==> config.mk <==
export PLATFORM = sky130hd
export DESIGN_NAME = pc_gen
export DESIGN_NICKNAME = d
export VERILOG_FILES = /design/src/rtl/pc_gen.sv
export SDC_FILE = /design/constraint.sdc
export NUM_CORES = 1
export LEC_CHECK = 0
export CORE_MARGIN = 2
export CORE_UTILIZATION = 60
export DETAILED_ROUTE_END_ITERATION = 6
export PLACE_DENSITY = 0.78
export SLEW_MARGIN = 20
export SYNTH_ARGS = -nofsm -noshare
export SYNTH_HDL_FRONTEND = slang
export SYNTH_SLANG_ARGS = --single-unit
==> constraint.sdc <==
create_clock -name clk -period 9.7 [get_ports clk]
set_input_delay 1.455 -clock clk [delete_from_list [all_inputs] [get_ports clk]]
set_output_delay 1.455 -clock clk [all_outputs]
set_load 0.02 [all_outputs]
==> src/rtl/pc_gen.sv <==
// rtl/pc_gen.sv - RV32I fetch program-counter generator with a direct-mapped branch target buffer.
module pc_gen #(
    parameter int              XLEN         = 32,
    parameter logic [XLEN-1:0] RESET_VECTOR = '0,
    parameter int              BTB_ENTRIES  = 16
) (
    input  logic            clk,
    input  logic            rst,
    input  logic            stall,
    input  logic            redirect_valid,
    input  logic [XLEN-1:0] redirect_target,
    input  logic            upd_valid,
    input  logic [XLEN-1:0] upd_pc,
    input  logic [XLEN-1:0] upd_target,
    input  logic            upd_taken,
    output logic [XLEN-1:0] pc_out,
    output logic [XLEN-1:0] pc_plus4,
    output logic            pred_taken,
    output logic [XLEN-1:0] pred_target,
    output logic            misaligned
);
    localparam int IDX_W = $clog2(BTB_ENTRIES);
    localparam int TAG_W = XLEN - IDX_W - 2;

    logic [XLEN-1:0]        pc_q, pc_d;
    logic                   misaligned_q, misaligned_d;
    logic [BTB_ENTRIES-1:0] valid_q;
    logic [TAG_W-1:0]       tag_q [BTB_ENTRIES];
    logic [XLEN-3:0]        tgt_q [BTB_ENTRIES];

    logic [IDX_W-1:0]       look_idx, upd_idx;
    logic [TAG_W-1:0]       look_tag, upd_tag;
    logic                   hit;
    logic                   unused_bits;

    assign look_idx = pc_q[IDX_W+1:2];
    assign look_tag = pc_q[XLEN-1:IDX_W+2];
    assign upd_idx  = upd_pc[IDX_W+1:2];
    assign upd_tag  = upd_pc[XLEN-1:IDX_W+2];

    assign hit         = valid_q[look_idx] && (tag_q[look_idx] == look_tag);
    assign pred_taken  = hit;
    assign pred_target = hit ? {tgt_q[look_idx], 2'b00} : '0;
    assign pc_out      = pc_q;
    assign pc_plus4    = pc_q + XLEN'(4);
    assign misaligned  = misaligned_q;

    // Low address bits of training inputs carry no information for word-aligned fetch.
    assign unused_bits = ^{upd_pc[1:0], upd_target[1:0]};

    always_comb begin
        pc_d         = pc_q + XLEN'(4);
        misaligned_d = 1'b0;
        if (redirect_valid) begin
            pc_d         = {redirect_target[XLEN-1:2], 2'b00};
            misaligned_d = (redirect_target[1:0] != 2'b00);
        end else if (stall) begin
            pc_d = pc_q;
        end else if (hit) begin
            pc_d = pred_target;
        end
    end

    always_ff @(posedge clk) begin
        if (rst) begin
            pc_q         <= RESET_VECTOR;
            misaligned_q <= 1'b0;
        end else begin
            pc_q         <= pc_d;
            misaligned_q <= misaligned_d;
        end
    end

    // Not-taken training only evicts the entry if it belongs to this branch, not an alias.
    always_ff @(posedge clk) begin
        if (rst) begin
            valid_q <= '0;
        end else if (upd_valid) begin
            if (upd_taken) begin
                valid_q[upd_idx] <= 1'b1;
                tag_q[upd_idx]   <= upd_tag;
                tgt_q[upd_idx]   <= upd_target[XLEN-1:2];
            end else if (tag_q[upd_idx] == upd_tag) begin
                valid_q[upd_idx] <= 1'b0;
            end
        end
    end
endmodule

==> metrics <==
HPWL after detailed placement=66,700 um; global placer's final weighted congestion=~0.94; RSZ-0062 raised after global routing=no; maximum number of pins on one net before global-route repair=between 90 and 100; Die X-Extent=between 200 and 300 um; complex-gate fraction of the synthesized area=0.0388; FP Rows=96; Clk Latency, worst-skew pair=0.68 ns; CP Capture Type=primary output; Sinks on Clock Net=949; CTS H-tree depth=3; setup skew after layout=around 0.048 ns; share of layout cells above drive strength 1=0.220; height of the die=268 um; wire length of the first global-routing pass=between 150,000 and 200,000 um; CTS Buf Count=93; total detailed-routing wirelength=116,000 um; effective utilization at floorplan=0.609; sum of negative setup slack=0 ns; Layout area overhead=13.9%; worst slew slack as a fraction of its limit=0.249; antenna violations before repair=7; run status=complete, no violations; hold buffer count at CTS=0; count of TritonRoute iterations in the first routing pass=6; post-synthesis simple-gate area fraction=0.0492; core box area=68,800 sq um; fraction of the cycle the final worst path needs=0.786; data arrival time at the worst-slack endpoint=6.17 ns; post-layout total power=0.00901 W; count of warnings emitted by yosys=0; nets=2,608; total routing resource utilization after global routing=0.328; worst slew pin tran=approximately 1.1 ns; areal power density over the cells=189 nW/um^2; total of fill cells in the finished design=between 4,000 and 5,000; post-synthesis cell type count=66; number of global-route vias before repair=25,100; cells traversed along the worst timing path=buf_4, nor2b_1, a22oi_1, a211o_1, nand3_1, nand4_1, or4_1, or2_1, buf_4, nor2b_1, clkdlybuf4s50_1; number of hold violations in the final report=0; synthesized area divided by synthesized cell count=about 18 sq um; drt initial violations=3,845; largest family of logic cells by synthesized area=multiplexers; min cycle time layout=roughly 7.6 ns; count of boundary I/O pins=200; Final Non-Filler Cells=3,518; final max-slew violation count=0; most used flip-flop cell after synthesis=sky130_fd_sc_hd__edfxtp_1; number of port buffers=193; kind of critical path=register to primary output; multiplexer share of the synthesized area=0.207; Vias per Instance=7.05; clk slew on worst S/H paths=0.06 ns; TritonCTS clock tree=built; via count=24,800; class of the most critical hold timing path=register to register; number of remaining DRC errors=0; required time of the critical path=8.25 ns; buffers plus inverters on the worst setup path=3; # resized after CTS=0; worst-case clock buffer depth=3; antenna-violating nets left=0; cell total after placement=3,341; per-cell routed wire length=33.1 um; area of the die=72,000 sq um; maximum VDD drop=0.156 mV; startpoint class of the critical path=register; proportion of register bits with asynchronous set or reset after synthesis=0; flop and latch count out of synthesis=949; root buffer cell=sky130_fd_sc_hd__clkbuf_16; critical path's top delay family=simple AND/OR/NAND/NOR gates; sequential-to-total area share from yosys stat=0.667; number of synthesized flops with an enable pin=around 900; setup violation total in the final timing report=0; slowest cell delay on critical path=0.82 ns; maximum fanout along the worst path=32; max-capacitance violation count=0; GRT Residual Overflow=0; arithmetic-cell share of the synthesized area counting full adders, half adders and majority gates=0.000299; Post-Synthesis Cells=2,335; XOR/XNOR share of the synthesized area=0.0144; post-CTS setup buffer count=0; Static Leak=15.0 nW; cell area after technology mapping=41,900 sq um; maximum clock rate=approximately 130 MHz; Finished Core Util=0.693; cell with the largest stage delay on the worst path=sky130_fd_sc_hd__nor2b_1
## cell usage after synthesis, drive strengths merged, types with 23 or more instances
master / n / area [sq um]
nor4: 23 / 163
edfxtp: 896 / 26900
nand2: 178 / 668
a21oi: 97 / 485
dfxtp: 53 / 1060
buf: 95 / 592
mux4: 338 / 7610
xor2: 26 / 228
o21ai: 26 / 130
clkbuf: 75 / 283
nor2: 93 / 352
nand3: 28 / 140
xnor2: 43 / 377
o31a: 33 / 289
mux2i: 104 / 1040
nand4: 31 / 200
## power breakdown
part | internal [W] | leakage (nW) | switching (W)
Clock | 0.00200 | 1.48 | 0.00158
Combinational | 0.000362 | 5.06 | 0.000479
Sequential | 0.00452 | 8.50 | 0.0000728
## logic make-up after synthesis
family                     Yosys count
AOI/OAI and AO/OA                  247
xor gates and xnor gates            69
adders and majority gates            1
buffers and inverters              192
DFF                                949
muxes                              444
other                                1
and+or+nand+nor                    432
## sequential cells by signal, summed over array words and instances (netlist names), named ones only
register	flops
tag_q	416
tgt_q	480
pc_out	32
misaligned	1
## stage by stage
stage | hold WS (ns) | setup slack (ns) | cell area (sq um)
global placement | 0.498 | 2.98 | 44700
global route | 0.522 | 1.85 | 47700
detailed placement | 0.496 | 2.91 | 44700
floorplan | 0.539 | 3.94 | 41900
CTS | 0.505 | 2.21 | 47700
finish | 0.505 | 2.07 | 47700
## routing by layer
layer,vias to the layer above,track usage,wire (um)
met5,-,0,34
met4,4,0.119,4010
met3,324,0.102,16200
met2,1955,0.504,54200
met1,12600,0.451,41900
li1,9901,-,-
## placed cells by master, fill, tap and decap left out, types with 13 or more instances in the layout
cell,Yosys,routed
sky130_fd_sc_hd__o21ai_0,26,26
sky130_fd_sc_hd__a21oi_1,97,97
sky130_fd_sc_hd__clkinv_2,0,22
sky130_fd_sc_hd__xnor2_1,43,43
sky130_fd_sc_hd__mux2i_1,104,104
sky130_fd_sc_hd__and4_1,13,13
sky130_fd_sc_hd__clkinv_1,2,19
sky130_fd_sc_hd__clkdlybuf4s50_1,0,188
sky130_fd_sc_hd__nand3_1,28,28
sky130_fd_sc_hd__buf_4,17,50
sky130_fd_sc_hd__dfxtp_1,53,49
sky130_fd_sc_hd__nor4_1,20,20
sky130_fd_sc_hd__clkbuf_1,74,16
sky130_fd_sc_hd__clkbuf_16,0,94
sky130_fd_sc_hd__edfxtp_1,896,896
sky130_fd_sc_hd__nor2_4,0,16
sky130_fd_sc_hd__nand4_1,30,30
sky130_fd_sc_hd__a22oi_1,17,17
sky130_fd_sc_hd__xor2_1,26,26
sky130_fd_sc_hd__nor2_1,92,75
sky130_fd_sc_hd__o31a_1,33,33
sky130_fd_sc_hd__mux4_2,338,338
sky130_fd_sc_hd__nor2b_1,17,16
sky130_fd_sc_hd__inv_1,19,18
sky130_fd_sc_hd__nand2_1,178,177
## final cells by class
type,instances,area [sq um],area share
Tap cell,931,1160,0.0244
Sequential cell,949,28000,0.586
Timing Repair Buffer,244,2320,0.0487
Antenna cell,3,7.51,0.000157
Multi-Input combinational cell,1195,13100,0.275
Inverter,22,82.6,0.00173
Clock inverter,59,553,0.0116
Clock buffer,115,2480,0.0520
## worst paths after layout
path                            slack [ns]                endpoint                   start  cells after the start
worst max-delay path                  2.07         pred_target[25]                register                     11
worst min-delay path                  0.51  pc_out[1]$_SDFFE_PP0N_  pc_out[1]$_SDFFE_PP0N_                      1
worst max register to register        4.15                register                register                     10
worst min register to register        0.51  pc_out[1]$_SDFFE_PP0N_  pc_out[1]$_SDFFE_PP0N_                      1
Note: power is estimated with default switching activity, not from simulation.
==> RTL edit: new RTL, config.mk and constraints unchanged <==
Put a register stage on the output `pred_target`, with the module's reset. The value now appears one clock later. The other outputs are not delayed to match.
--- a/src/rtl/pc_gen.sv
+++ b/src/rtl/pc_gen.sv
@@ -22,6 +22,8 @@
     localparam int IDX_W = $clog2(BTB_ENTRIES);
     localparam int TAG_W = XLEN - IDX_W - 2;
 
+    logic [XLEN-1:0] pred_target_d;
+
     logic [XLEN-1:0]        pc_q, pc_d;
     logic                   misaligned_q, misaligned_d;
     logic [BTB_ENTRIES-1:0] valid_q;
@@ -40,7 +42,7 @@
 
     assign hit         = valid_q[look_idx] && (tag_q[look_idx] == look_tag);
     assign pred_taken  = hit;
-    assign pred_target = hit ? {tgt_q[look_idx], 2'b00} : '0;
+    assign pred_target_d = hit ? {tgt_q[look_idx], 2'b00} : '0;
     assign pc_out      = pc_q;
     assign pc_plus4    = pc_q + XLEN'(4);
     assign misaligned  = misaligned_q;
@@ -57,7 +59,7 @@
         end else if (stall) begin
             pc_d = pc_q;
         end else if (hit) begin
-            pc_d = pred_target;
+            pc_d = pred_target_d;
         end
     end
 
@@ -85,5 +87,13 @@
             end
         end
     end
+    always_ff @(posedge clk) begin
+        if (rst) begin
+            pred_target <= '0;
+        end else begin
+            pred_target <= pred_target_d;
+        end
+    end
+
 endmodule
 
Check against the original RTL: not equivalent (Yosys sat finds a counterexample within 4 cycles, from zero or initial values and one cycle with rst high).
==> RTL edit against the unedited design <==
- synthesized area is essentially flat
- final area up 0.24%
- first-iteration DRC count is 12% lower
- worst setup slack better by 730 ps
- combinational power is 9.4% lower
- sequential cell count grew 30
- register-to-register slack got worse by 240 ps
- synthesized cell count down 9.3%
- routed wire length is 3.3% lower
- sequential power increased by 2%
- fmax grew 11%
- power increased by 0.99%
- critical endpoint is now pred_taken
- largest power group unchanged
==> RTL edit: results (changes against the unedited design) <==
Async SR Flop Fraction 0% (unchanged); largest net degree at the start of global routing 116 (was 97); Non-Filler Instances 3,326 (was 3,518); Unique masters post-synth 72 (was 66); Synth Area in XOR/XNOR 1.360% (was 1.442%); clk_skew 26.93 ps (was 48.03 ps); initial antenna violation count 6 (was 7); detailed placer's ending HPWL 65,680 um (was 66,710 um); CP delay by family, top buffers and inverters (was simple AND/OR/NAND/NOR gates); Inst Count DP 3,148 (was 3,341); peak supply drop 0.0001853 V (was 0.0001557 V); Hold Slack 481.2 ps (was 505.4 ps); drt first pass iters 5 (was 6); Crit-path slowest cell dfxtp_4 (was nor2b_1); GR Layer Usage met2 50.82% (was 50.39%); status complete, no violations (unchanged); Hold Path End pc_out[1] (unchanged); syn avg cell area 19.76 sq um (was 17.95 sq um); vias in the first global route 23,650 (was 25,080); Reg2Reg Setup Slack 3910 ps (was 4150 ps); TritonCTS buffer count 96 (was 93); worst-path maximum fanout 45 (was 32); R2R depth 11 (was 10); Synth Area in Compound Gates 3.096% (was 3.875%); Post-synth EDFFs 896 (unchanged); Reg-to-Reg End pred_target[9]; mux share of post-synthesis cell area 22.19% (was 20.70%); fmax 145.0 MHz (was 131.1 MHz); GR Layer Usage met1 44.69% (was 45.08%); met3 track demand over resource 7.056% (was 10.19%); Via density 7.058 (was 7.055); CP max stage delay 930 ps (was 820 ps); largest cells by area after synthesis edfxtp_1 64%, mux4_2 19%, dfxtp_1 4.0%, mux2i_1 3.0%, a22oi_1 0.81% (was edfxtp_1 64%, mux4_2 18%, dfxtp_1 2.5%, mux2i_1 2.5%, nand2_1 1.6%); post-cts gate resize count 0 (unchanged); cell accounting for the most synthesized area edfxtp_1 (unchanged); 1st-iter DRT viols 3,379 (was 3,845); Total Nets Final 2,419 (was 2,608); wl on met1 41,150 um (was 41,880 um); Slew @ Worst Pin 1119 ps (was 1124 ps); met3 WL 12,650 um (was 16,160 um); WHS Path Cells 1 (unchanged); Clock Latency Late Sink 660 ps (was 680 ps); sequential fraction of the synthesis area 68.23% (was 66.74%); Arr. time, crit path 5440 ps (was 6170 ps); Leakage 15.17 nW (was 15.04 nW); post-CTS setup buffer count 0 (unchanged); first-pass GRT wire length 162,600 um (was 167,700 um); root buffer cell clkbuf_16 (unchanged); GRT Overall Usage 31.95% (was 32.84%); Post-Synth Adder-Cell Area 0.02988% (was 0.02986%); Final GP Congestion 0.8482 (was 0.9367); Commonest cells post-synth 896 x edfxtp_1, 356 x mux4_2, 126 x mux2i_1 (was 896 x edfxtp_1, 338 x mux4_2, 178 x nand2_1); layout cells sized above 1 24.45% (was 22.02%); wire per inst 33.80 um (was 33.05 um); met2 WL post-DR 55,070 um (was 54,210 um)
[RTL edit: cell types whose count changed in the layout (fill, tap and decap cells not counted), moves of 24 or more]
cell	delta
nor2_1	-26
nand2_1	-132
dfxtp_1	+30
and2_1	+24
a22oi_1	+28
a21oi_1	-66
[RTL edit: stage by stage]
| stage | worst slack (ps) | utilization [%] | cell area (sq um) | total power, W |
|---|---|---|---|---|
| final | 2805 | 69.49 | 47830 | 0.009100 |
| after floorplan | 3830 | - | 41870 | 0.005241 |
| after detailed placement | 3252 | 65.01 | 44750 | 0.005536 |
| after global placement | 3365 | 65.01 | 44750 | 0.005517 |
| after global routing | 2550 | 69.49 | 47830 | 0.009322 |
| after CTS | 2807 | 69.44 | 47800 | 0.009112 |
[RTL edit: how the worst max path moves through the flow]
| stage | startpoint | to | cells after the start |
|---|---|---|---|
| after detailed placement | upd_pc[2] | register | 8 |
| after global placement | upd_pc[2] | register | 8 |
| after global routing | register | pred_taken | 10 |
| after floorplan | upd_pc[5] | tag_q[12][0] | 6 |
| after CTS | register | pred_taken | 10 |
| final | register | pred_taken | 10 |
[RTL edit: cell type report]
cell class                      instances  area (sq um)
Sequential cell                       979         28580
Clock inverter                         50         488.0
Clock buffer                          125          2562
Tap cell                              931          1165
Inverter                               11         42.54
Multi-Input combinational cell        983         12630
Timing Repair Buffer                  245          2356
Fill cell                            4122         21000
Antenna cell                            2         5.005
[RTL edit: report_power, final]
part / leakage [nW] / internal [W] / total [W] / switching (W)
clock: 1.48 / 0.00206 / 0.00364 / 0.00158
combinational: 4.94 / 0.000349 / 0.000762 / 0.000413
sequential: 8.74 / 0.00464 / 0.00470 / 0.0000594
total: 15.2 / 0.00705 / 0.00910 / 0.00205
